$ cat config.mk
export PLATFORM = sky130hd
export DESIGN_NAME = pc_fetch_unit
export DESIGN_NICKNAME = d
export VERILOG_FILES = /design/src/rtl/pc_fetch_unit.sv
export SDC_FILE = /design/constraint.sdc
export NUM_CORES = 1
export LEC_CHECK = 0
export CAP_MARGIN = 15
export CORE_MARGIN = 1.5
export CORE_UTILIZATION = 51
export CTS_CLUSTER_SIZE = 20
export DETAILED_ROUTE_END_ITERATION = 8
export PLACE_DENSITY = 0.86
export SLEW_MARGIN = 20
export SYNTH_ARGS = -nofsm -noshare
export SYNTH_HDL_FRONTEND = slang
export SYNTH_SLANG_ARGS = --single-unit
$ cat constraint.sdc
create_clock -name clk -period 7.7 [get_ports clk]
set_clock_uncertainty 0.15 [all_clocks]
set_input_delay 0.77 -clock clk [delete_from_list [all_inputs] [get_ports clk]]
set_output_delay 0.77 -clock clk [all_outputs]
set_load 0.02 [all_outputs]
$ cat src/rtl/pc_fetch_unit.sv
// Program-counter and instruction-fetch stage.
// Holds the PC and issues one instruction-memory request at a time over a
// req/ack handshake. It presents one fetched instruction, with its address,
// to decode. A taken branch (sel_pc) squashes the presented instruction. A
// fetch that is already in flight completes, and its data is then discarded.
module pc_fetch_unit #(
  parameter int                ADDR_W   = 32,
  parameter int                INSTR_W  = 32,
  parameter logic [ADDR_W-1:0] RESET_PC = '0,
  parameter int                PC_STEP  = 4
) (
  input  logic               clk,
  input  logic               rst,
  input  logic               sel_pc,
  input  logic [ADDR_W-1:0]  branch_target,
  input  logic               stall,
  output logic               imem_req,
  output logic [ADDR_W-1:0]  imem_addr,
  input  logic               imem_ack,
  input  logic [INSTR_W-1:0] imem_rdata,
  output logic [INSTR_W-1:0] instr,
  output logic               instr_valid,
  output logic [ADDR_W-1:0]  pc_out,
  output logic [ADDR_W-1:0]  pc_plus
);

  typedef enum logic {
    FETCH = 1'b0,  // request outstanding at pc
    VALID = 1'b1   // instruction held for decode, no request
  } state_t;

  localparam logic [ADDR_W-1:0] STEP = ADDR_W'(PC_STEP);

  state_t             state;
  logic [ADDR_W-1:0]  pc;
  logic [ADDR_W-1:0]  redir_pc;  // branch target that waits for an in-flight fetch to finish
  logic               drop;      // data of the in-flight fetch belongs to the squashed path

  // NOTE: imem_req is gated by rst so that no request is seen while reset is
  // held, even though the state register already reads FETCH.
  assign imem_req  = (state == FETCH) & ~rst;
  assign imem_addr = pc;
  assign pc_plus   = pc_out + STEP;

  // Fetch sequencing: handshake, redirect handling and the decode-side register.
  // NOTE: every register here uses non-blocking assignment. Each branch below
  // then reads the pre-edge values of pc/drop/redir_pc, regardless of statement order.
  always_ff @(posedge clk or posedge rst) begin
    if (rst) begin
      state       <= FETCH;
      pc          <= RESET_PC;
      redir_pc    <= '0;
      drop        <= 1'b0;
      instr       <= '0;
      pc_out      <= '0;
      instr_valid <= 1'b0;
    end else begin
      case (state)
        FETCH: begin
          if (imem_ack) begin
            if (sel_pc) begin
              // Redirect coincides with the returning data: discard it and go
              // straight to the target.
              pc   <= branch_target;
              drop <= 1'b0;
            end else if (drop) begin
              // Late data from the squashed path: discard it and restart at the saved target.
              pc   <= redir_pc;
              drop <= 1'b0;
            end else begin
              instr       <= imem_rdata;
              pc_out      <= pc;
              pc          <= pc + STEP;
              instr_valid <= 1'b1;
              state       <= VALID;
            end
          end else if (sel_pc) begin
            // The request stays outstanding. Keep imem_addr stable and remember
            // where to go once the ack arrives.
            drop     <= 1'b1;
            redir_pc <= branch_target;
          end
        end
        VALID: begin
          if (sel_pc) begin
            // Squash wins over stall.
            instr_valid <= 1'b0;
            pc          <= branch_target;
            state       <= FETCH;
          end else if (!stall) begin
            instr_valid <= 1'b0;
            state       <= FETCH;
          end
        end
      endcase
    end
  end

endmodule

; After elaboration in Yosys (flattened, before gate mapping)
; Index checks and enable logic that the tools add are counted.
[word_totals]
in_bits = 69
elab_cells = 45
ff_bits = 131
output_inout_bits = 130
[op_classes]
mux = 19
n_eq_ne = 5
add_sub_neg = 2
bitwise = 6
reduce_logical = 6
[op_table]
columns = operator, n
row1 = 32-bit 2-to-1 mux, 4
row2 = 32-bit by 3-bit adder with 32-bit output (second input constant), 2
row3 = 32-bit case mux with 2 select lines, 1
row4 = 1-bit 2-to-1 mux, 12
row5 = 2-bit inequality test (second input constant), 4
row6 = 4-bit AND reduction, 2
row7 = 1-bit NOT, 5
row8 = 1-bit case mux with 2 select lines, 2
row9 = 2-bit AND reduction, 2
row10 = 3-bit inequality test (second input constant), 1
row11 = 3-bit AND reduction, 1
row12 = 2-bit nonzero test, 1
row13 = 1-bit bitwise AND, 1

; Logic depth before layout (Yosys ltp)
; Gate-level depths: netlist (run 1).
[depth]
word_depth = 5
depth_mapped = 8
depth_no_buf = 6

; Worst setup path before layout (run 1)
; Ideal clock, no wire load.
[synth_path]
kind = reg2out
start = reg pc_out[9]
end = out pc_plus[30]
stages_incl_launch_ff = 7
n_path_buf = 1
path_slack_ps = 4768
t_required_ps = 6780
t_arrival_ps = 2012
cell_sequence = dfrtp_1 -> clkbuf_1 -> nand3_1 -> nor4_2 -> nand3_1 -> nor2_1 -> xor2_1
[synth_between]
elab_chain_cells = 1
[synth_rtl]
columns = element, line
row1 = start: declaration, 23  ; output logic [ADDR_W-1:0] pc_out,
row2 = start signal: assignment, 72  ; pc_out <= pc;
row3 = 32-bit by 3-bit adder with 32-bit output, 43  ; assign pc_plus = pc_out + STEP;
row4 = end: declaration, 24  ; output logic [ADDR_W-1:0] pc_plus
; No other way between the ends.

; Worst setup path in the final report (run 1)
[layout_path]
start = reg pc_out[7]
end = out pc_plus[29]
; Same word-level chain as after synthesis.

==> results of run 1 <==
-- Yosys cell counts (all sizes together) (3+ instances only) --
master	count
a211o	3
a21oi	15
a221oi	13
a22oi	4
a31oi	3
and3	25
and4	3
buf	14
clkbuf	27
dfrtp	131
inv	9
mux2	33
nand2	213
nand3	27
nand4	10
nor2	35
nor3	6
nor4	9
o211ai	3
o21ai	36
o22ai	5
xnor2	31
xor2	16
-- critical path, cell delays in order (launching register included) --
cell and delay (ns):
dfrtp_1 0.44, nand3_1 0.23, nor4_2 0.74, nand3_1 0.31, nor3_1 0.24, xor2_1 0.16
clkdlybuf4s50_1 0.64
-- state kept, by name (all words and copies together) (netlist names) --
| name | cells |
|---|---|
| instr | 32 |
| pc_out | 32 |
| drop | 1 |
| redir_pc | 32 |
| imem_addr | 32 |
| instr_valid | 1 |
| state | 1 |
-- through the flow --
| stage | power, mW | instance area (um^2) | utilization (%) | hold WS (ns) |
|---|---|---|---|---|
| after floorplan | 1.799 | 6544 | - | 0.3030 |
| after global placement | 2.446 | 8637 | 68.72 | 0.3068 |
| after detailed placement | 2.482 | 8637 | 68.72 | 0.3120 |
| after CTS | 3.320 | 9241 | 73.53 | 0.3255 |
| after global routing | 3.481 | 9241 | 73.53 | 0.3381 |
| final | 3.312 | 9241 | 73.53 | 0.3214 |
-- cells by family after synthesis --
group / after synthesis
AO/OA/AOI/OAI: 101
XOR/XNOR: 47
buffers and inverters: 51
AND/OR/NAND/NOR: 342
multiplexers: 35
flip-flops: 131
adder cells (fa/ha/maj): 2
-- power groups by stage --
stage                     clock network, mW  registers [mW]  logic, mW
final                                 0.824            1.16       1.32
after global routing                  0.862            1.20       1.42
after CTS                             0.832            1.16       1.33
after detailed placement                  0            1.16       1.32
after global placement                    0            1.16       1.29
after floorplan                           0            1.31      0.491
-- per-layer routing --
layer	GRT usage (%)	part of all wire [%]	wire length (um)
met1	37.09	40	7771
met3	8.874	8.8	1716
met5	0	0	0
met4	13.66	2.6	512
met2	49.33	49	9418
-- area by class of cell --
| type | count | share of cell area (%) |
|---|---|---|
| Tap cell | 172 | 2.329 |
| Multi-Input combinational cell | 527 | 33.18 |
| Inverter | 10 | 0.4603 |
| Timing Repair Buffer | 205 | 22.01 |
| Clock buffer | 22 | 5.131 |
| Sequential cell | 131 | 35.47 |
| Clock inverter | 10 | 1.408 |
-- final timing paths --
check	endpoint	slack, ns	cells after the start	start
hold / removal	instr[22]$_DFFE_PP0P_	0.32	2	instr[22]$_DFFE_PP0P_
setup / recovery	pc_plus[29]	3.60	6	pc_out[7]$_DFFE_PP0P_
min in group asynchronous	instr[6]$_DFFE_PP0P_	0.74	2	rst
max in group asynchronous	redir_pc[28]$_DFFE_PP0P_	5.54	3	rst
hold reg to reg	instr[22]$_DFFE_PP0P_	0.32	2	instr[22]$_DFFE_PP0P_
setup reg to reg	imem_addr[19]$_DFFE_PP0P_	4.63	5	state$_DFF_PP0_
==> key figures, run 1 <==
Clocking
  – TritonCTS clock tree: built
  – Root Buffer: clkbuf_16
  – Htree depth: 4
  – Setup Fix Bufs, Post-CTS: 0
  – Sink Count: 131
  – Worst-Skew Late Latency: 0.42 ns
  – Post-CTS sizing: 0
  – Clk slew on worst S/H paths: 0.05 ns
  – Hold_buf cts: 0
  – Max Buffers Root-to-Sink: 2
  – CTS buffer count: 17

Global routing
  – Largest net degree at the start of global routing: 84
  – First-pass GRT wire length: 31350 um
  – Vias in the first global route: 6155
  – Initial antenna violation count: 0
  – Final global-route overflow total: 0
  – Total track usage: 30.13%

Placed design
  – Final RePlAce weighted congestion: 0.8279
  – DPL Wire Length: 12890 um
  – Placed Cells: 1045
  – Place WS: 3.817 ns
  – Buffers on Ports: 198

Logic synthesis
  – Register area share after synthesis: 50.10%
  – Simple-gate share of the synthesized area: 23.71%
  – Syn_nets: 780
  – Predominant post-synthesis flop cell: dfrtp_1
  – Post-synth ARST share: 100.0%
  – Warnings, synthesis: 0
  – Mux cell area share after synthesis: 5.985%
  – Synth Cell Area: 0.006544 mm^2
  – Complex-gate fraction of the synthesized area: 10.21%
  – Count of cell types in the netlist: 58
  – Post-Syn Instances: 709
  – Ranking of synthesized cells by area: dfrtp_1, nand2_1, mux2_2, xnor2_1, o21ai_0
  – EDFF count, synth: 0
  – Yosys reg bits: 131
  – XOR/XNOR share of the synthesized area: 6.291%
  – Largest family of logic cells by synthesized area: simple AND/OR/NAND/NOR gates
  – Adder-cell share of the synthesized area: 0.3824%
  – Avg Cell Area, Syn: 9.230 um^2
  – Top cell type's share of synthesized area: 50.10%
  – Synth area leader: dfrtp_1

Timing
  – Final setup viols: 0
  – Slew margin rel.: 32.44%
  – Tcrit/Tclk final: 53.30%
  – Worst-Margin Slew: 1.010 ns
  – RSZ-0062 raised after global routing: no
  – Highest clock rate: 243.6 MHz
  – Fin. max-slew vios: 0
  – Final worst slack: 3.596 ns
  – Min cycle time layout: 4.104 ns
  – Final Hold Viols: 0
  – Final TNS setup: 0 ns

Pwr
  – Sw Pwr: 1.238 mW
  – Int Power: 2.074 mW
  – Peak VDD IR: 0.1459 mV
  – Part of the power in the clock network: 24.9%
  – Lkg Pwr: 3.995 nW
  – Switching share of power: 37.38%
  – Seq pwr share: 35.2%
  – Comb pwr share: 39.9%
  – Pwr dens: 358.4 mW/mm^2

Drt
  – Iter 0 DRT Violations: 558
  – Vias: 6157
  – Pre-antenna DRT Iters: 5
  – Via/cell ratio: 5.717
  – Routed wire per std cell: 18.03 um
  – Final ANT Viol Nets: 0
  – WL final: 19420 um
  – DR DRC count: 0

Finish
  – Commonest non-fill, non-tap cells in the layout: nand2_1, clkdlybuf4s50_1, dfrtp_1, nor2_1, mux2_2
  – Antenna diode count: 0
  – Multi-input gate area: 0.003067 mm^2
  – Storage cell area: 0.003278 mm^2
  – Most common cell after layout, fill and taps aside: nand2_1
  – Fillers: 894
  – Final nets: 963
  – Area delta synth->final: 41.22%
  – Layout cell share with drive strength beyond 1: 9.613%
  – Final std cells w/o fill: 1077

Critical path
  – Worst setup SP type: flip-flop
  – Setup crit end kind: primary output
  – Worst Path Arrival: 3.18 ns
  – Setup Crit Path Kind: flip-flop to primary output
  – Worst-path fanout max: 5
  – Required time of the critical path: 6.78 ns

Floorplanning
  – Die area: 0.01352 mm^2
  – Die width: 116.3 um
  – Initial Util: 52.07%
  – Site Rows: 41
  – Die H: 116.3 um
  – Core area: 0.01257 mm^2
  – I/O Pins: 199

Status
  – Status: complete, no violations

Min path
  – Worst Hold Class: flip-flop to flip-flop

Run
  – Maxcap violations: 0
Note: power is estimated with default switching activity, not from simulation.
==> run 2: changes to the inputs <==
CORE_UTILIZATION = 47   (was 51)
PLACE_DENSITY = 0.8   (was 0.86)
clock period = 3.8 ns   (was 7.7 ns; I/O delays follow)
==> key figures, run 2 (synthesized netlist as in run 1, its figures left out) <==
Critical path
  – Worst setup SP type: flip-flop
  – CP max stage delay: 0.61 ns
  – R2r setup slk: 1.30 ns
  – CP startpoint: pc_out[4]$_DFFE_PP0P_
  – Reg-to-Reg Start: state$_DFF_PP0_
  – Setup Crit Path Kind: flip-flop to primary output
  – Critical-path top delay cell: clkdlybuf4s50_1
  – Worst-path fanout max: 6
  – Worst Path Arrival: 2.86 ns
  – FF-to-FF End: imem_addr[13]$_DFFE_PP0P_
  – R2R cell count: 6
  – Setup crit end kind: primary output
  – CP Depth: 6
  – Worst path cell trace: nand4_1 -> nor4_4 -> nand3_1 -> nor3_1 -> xor2_1 -> clkdlybuf4s50_1
  – Required time of the critical path: 3.27 ns
  – Crit path max-delay family: simple AND/OR/NAND/NOR gates
  – Buf/Inv on CP: 1
  – Critical Path Sink: pc_plus[29]

Floorplanning
  – Core area: 0.01340 mm^2
  – Die H: 121.0 um
  – Site Rows: 42
  – Die width: 121.0 um
  – Die area: 0.01464 mm^2
  – I/O Pins: 199
  – Initial Util: 48.83%

Pwr
  – Peak VDD IR: 0.3584 mV
  – Comb pwr share: 41.2%
  – Switching share of power: 37.69%
  – Sw Pwr: 2.456 mW
  – Lkg Pwr: 4.014 nW
  – Part of the power in the clock network: 22.9%
  – Seq pwr share: 35.9%
  – Int Power: 4.061 mW
  – Power Total: 6.517 mW
  – Pwr dens: 705.0 mW/mm^2

Timing
  – Worst-Margin Slew: 0.9479 ns
  – Min cycle time layout: 3.386 ns
  – Tcrit/Tclk final: 89.10%
  – RSZ-0062 raised after global routing: no
  – Final Hold Viols: 0
  – Highest clock rate: 295.3 MHz
  – Slew margin rel.: 36.81%
  – Fin. max-slew vios: 0
  – Final setup viols: 0
  – Final TNS setup: 0 ns

Clocking
  – Hold_buf cts: 0
  – Root Buffer: clkbuf_16
  – Worst-Skew Late Latency: 0.42 ns
  – Post-CTS sizing: 0
  – Max Buffers Root-to-Sink: 2
  – CTS buffer count: 17
  – Clk slew on worst S/H paths: 0.05 ns
  – Sink Count: 131
  – Htree depth: 4
  – TritonCTS clock tree: built
  – Setup Fix Bufs, Post-CTS: 0

Global routing
  – First-pass GRT wire length: 30480 um
  – Initial antenna violation count: 0
  – Final global-route overflow total: 0
  – Total track usage: 26.83%
  – Largest net degree at the start of global routing: 76
  – Vias in the first global route: 6002

Drt
  – Iter 0 DRT Violations: 390
  – WL final: 18950 um
  – Via/cell ratio: 5.517
  – Pre-antenna DRT Iters: 5
  – Final ANT Viol Nets: 0
  – Vias: 5991
  – DR DRC count: 0
  – Routed wire per std cell: 17.45 um

Finish
  – Storage cell area: 0.003278 mm^2
  – Fillers: 1047
  – Antenna diode count: 0
  – Most common cell after layout, fill and taps aside: nand2_1
  – Final nets: 970
  – Commonest non-fill, non-tap cells in the layout: nand2_1, clkdlybuf4s50_1, dfrtp_1, nor2_1, mux2_2
  – Layout cell share with drive strength beyond 1: 10.00%
  – Area delta synth->final: 41.26%
  – Multi-input gate area: 0.003075 mm^2

Placed design
  – Buffers on Ports: 198
  – DPL Wire Length: 12910 um
  – Final RePlAce weighted congestion: 0.8290

Status
  – Status: complete, no violations

Run
  – Maxcap violations: 0

Min path
  – Worst Hold Class: flip-flop to flip-flop
run 2: changes by cell type in the layout (fill, tap and decap cells not counted):
cell | before | now
clkbuf_1 | 2 | 3
buf_4 | 7 | 14
clkbuf_8 | 3 | 6
clkinv_2 | 5 | 3
inv_6 | 1 | 0
bufinv_16 | 3 | 0
nor4_4 | 1 | 2
nor4_2 | 2 | 1
run 2: per-stage QoR:
stage                     hold slack, ns  worst slack [ns]  std cells  util [%]  cell area (um^2)
after floorplan                   0.3030             1.258        709         -              6548
final                             0.3217            0.4142       1086     68.98              9244
after detailed placement          0.3117            0.7013       1056     64.87              8693
after global routing              0.3431            0.1599       1086     68.98              9244
after CTS                         0.3204            0.2223       1086     68.92              9235
after global placement            0.3063            0.7475       1056     64.87              8693
run 2: worst min-delay path by stage:
| stage | from | slack (ns) | end | cells after the start |
|---|---|---|---|---|
| after floorplan | redir_pc[28]$_DFFE_PP0P_ | 0.30 | imem_addr[28]$_DFFE_PP0P_ | 2 |
| after global placement | instr[30]$_DFFE_PP0P_ | 0.31 | instr[30]$_DFFE_PP0P_ | 2 |
| after detailed placement | instr[6]$_DFFE_PP0P_ | 0.31 | instr[6]$_DFFE_PP0P_ | 2 |
| after CTS | imem_rdata[6] | 0.32 | instr[6]$_DFFE_PP0P_ | 3 |
| after global routing | instr[26]$_DFFE_PP0P_ | 0.34 | instr[26]$_DFFE_PP0P_ | 2 |
| final | instr[26]$_DFFE_PP0P_ | 0.32 | instr[26]$_DFFE_PP0P_ | 2 |
run 2: power by group through the flow:
stage / Combinational (mW) / Sequential (mW) / Clock [mW]
6_report: 2.68 / 2.34 / 1.50
5_1_grt: 2.87 / 2.41 / 1.58
4_1_cts: 2.70 / 2.33 / 1.51
3_5_place_dp: 2.69 / 2.34 / 0
3_3_place_gp: 2.65 / 2.31 / 0
2_1_floorplan: 0.996 / 2.65 / 0
run 2: layout make-up:
type / count / share of cell area, %
timing repair buffer: 212 / 22.58
clock buffer: 26 / 5.617
inverter: 10 / 0.4467
clock inverter: 4 / 0.2436
multi-input combinational: 527 / 33.27
sequential: 131 / 35.46
tap: 176 / 2.382
run 2: worst register-to-register path, delay by kind of cell (launching register included):
family                 cells  cell delay, ns
multiplexers               1            0.61
AND/OR/NAND/NOR            2            0.39
buffers and inverters      1            0.21
AO/OA/AOI/OAI              2            0.42
flip-flops                 1            0.55
run 2: routing by layer:
metal	wire length, um	share of wire, %	track usage [%]	vias up
li1	-	-	-	2809
met1	7889	42	32.94	2870
met2	8944	47	44.21	279
met3	1726	9.1	8.224	33
met4	389	2.1	10.74	0
met5	0	0	0	-
==> run 3: changes to the inputs <==
--- a/constraint.sdc
+++ b/constraint.sdc
@@ -3,3 +3,3 @@
 set_input_delay 0.38 -clock clk [delete_from_list [all_inputs] [get_ports clk]]
 set_output_delay 0.38 -clock clk [all_outputs]
-set_load 0.02 [all_outputs]
+set_load 0.005 [all_outputs]
==> key figures, run 3 (synthesized netlist as in run 1, its figures left out) <==
Timing
  – Min cycle time layout: 3.427 ns
  – Final setup viols: 0
  – Final TNS setup: 0 ns
  – RSZ-0062 raised after global routing: no
  – Slew margin rel.: 36.96%
  – Highest clock rate: 291.8 MHz
  – Worst-Margin Slew: 0.9457 ns
  – Final Hold Viols: 0
  – Final worst slack: 0.3728 ns
  – Tcrit/Tclk final: 90.19%
  – Fin. max-slew vios: 0

Placed design
  – Final RePlAce weighted congestion: 0.8498
  – Buffers on Ports: 198
  – Placed instance area: 0.008686 mm^2
  – DPL Wire Length: 12760 um
  – Place WS: 0.7651 ns
  – Placed Cells: 1055

Critical path
  – Required time of the critical path: 3.27 ns
  – Worst-path fanout max: 6
  – Reg-to-Reg Start: state$_DFF_PP0_
  – Setup Crit Path Kind: flip-flop to primary output
  – FF-to-FF End: pc_out[22]$_DFFE_PP0P_
  – Buf/Inv on CP: 1
  – Crit path max-delay family: simple AND/OR/NAND/NOR gates
  – R2r setup slk: 1.33 ns
  – Critical-path top delay cell: nor4_2
  – CP max stage delay: 0.62 ns
  – Setup crit end kind: primary output
  – Worst path cell trace: nand4_1 -> nor4_2 -> nand3_1 -> nor3_1 -> xor2_1 -> clkdlybuf4s50_1
  – R2R cell count: 6
  – Worst Path Arrival: 2.90 ns
  – Worst setup SP type: flip-flop

Min path
  – WHS Path Cells: 2
  – Worst Hold Class: flip-flop to flip-flop
  – Hold Path Sink: instr[6]$_DFFE_PP0P_
  – Hold Path Origin: instr[6]$_DFFE_PP0P_

Drt
  – Final ANT Viol Nets: 0
  – WL final: 18550 um
  – Vias: 6026
  – DR DRC count: 0
  – Routed wire per std cell: 17.08 um
  – Via/cell ratio: 5.549
  – Iter 0 DRT Violations: 489
  – Pre-antenna DRT Iters: 5

Pwr
  – Power Total: 6.062 mW
  – Peak VDD IR: 0.4028 mV
  – Lkg Pwr: 4.018 nW
  – Pwr dens: 653.0 mW/mm^2

Finish
  – Commonest non-fill, non-tap cells in the layout: nand2_1, clkdlybuf4s50_1, dfrtp_1, nor2_1, mux2_2
  – Storage cell area: 0.003278 mm^2
  – Fillers: 1082
  – Final std cells w/o fill: 1086
  – Most common cell after layout, fill and taps aside: nand2_1
  – Design area: 0.009284 mm^2
  – Final nets: 969
  – Area delta synth->final: 41.87%
  – Antenna diode count: 0
  – Layout cell share with drive strength beyond 1: 9.670%
  – Multi-input gate area: 0.003067 mm^2

Floorplanning
  – Die area: 0.01464 mm^2
  – Die H: 121.0 um
  – Initial Util: 48.83%
  – Site Rows: 42
  – Core area: 0.01340 mm^2
  – Die width: 121.0 um
  – I/O Pins: 199

Global routing
  – Total track usage: 25.93%
  – Initial antenna violation count: 0
  – Final global-route overflow total: 0
  – First-pass GRT wire length: 29630 um
  – Vias in the first global route: 5875
  – Largest net degree at the start of global routing: 78

Clocking
  – Worst-Skew Late Latency: 0.41 ns
  – Post-CTS sizing: 0
  – Setup Fix Bufs, Post-CTS: 0
  – Max Buffers Root-to-Sink: 2
  – Clk slew on worst S/H paths: 0.05 ns
  – Htree depth: 4
  – Hold_buf cts: 0
  – CTS buffer count: 17
  – Root Buffer: clkbuf_16
  – Sink Count: 131
  – TritonCTS clock tree: built

Status
  – Status: complete, no violations

Run
  – Maxcap violations: 0
-- run 3: metrics by stage --
step                hold slack [ns]  utilization [%]
floorplan                    0.3030                -
global placement             0.3065            64.82
detailed placement           0.3115            64.82
CTS                          0.3245            69.28
global route                 0.3343            69.28
finish                       0.3184            69.28
-- run 3: routing by layer --
metal,global-route usage (%),routed length [um],share of wire (%),up-vias
li1,-,-,-,2817
met5,0,0,0,-
met4,9.485,365,2.0,0
met1,32.35,7738,42,2901
met3,7.989,1699,9.2,34
met2,42.54,8749,47,274
-- run 3: power breakdown --
group | total [mW] | switching (mW) | internal [mW]
Clock | 1.66 | 0.558 | 1.10
Combinational | 2.07 | 0.772 | 1.30
Sequential | 2.34 | 0.513 | 1.82
Total | 6.06 | 1.84 | 4.22
-- run 3: worst max-delay path by stage --
stage	endpoint	cells after the start	start
after global placement	pc_out[13]$_DFFE_PP0P_	7	sel_pc
after floorplan	pc_plus[30]	6	pc_out[9]$_DFFE_PP0P_
final	pc_plus[29]	6	pc_out[4]$_DFFE_PP0P_
after global routing	pc_plus[29]	6	pc_out[4]$_DFFE_PP0P_
after detailed placement	pc_plus[29]	6	pc_out[4]$_DFFE_PP0P_
after CTS	pc_plus[29]	6	pc_out[4]$_DFFE_PP0P_
-- run 3: cell type report --
| class | instances | area share [%] |
|---|---|---|
| inverters | 10 | 0.4447 |
| repair buffers | 211 | 22.40 |
| clock inverters | 4 | 1.024 |
| clock buffers | 27 | 5.418 |
| multi-input cells | 527 | 33.03 |
| flip-flops and latches | 131 | 35.31 |
| well taps | 176 | 2.372 |
-- run 3: worst min-delay path, cell delays in order (launching register included) --
cell and delay, ns:
dfrtp_1 0.34, nand2_1 0.05, nand2_1 0.05
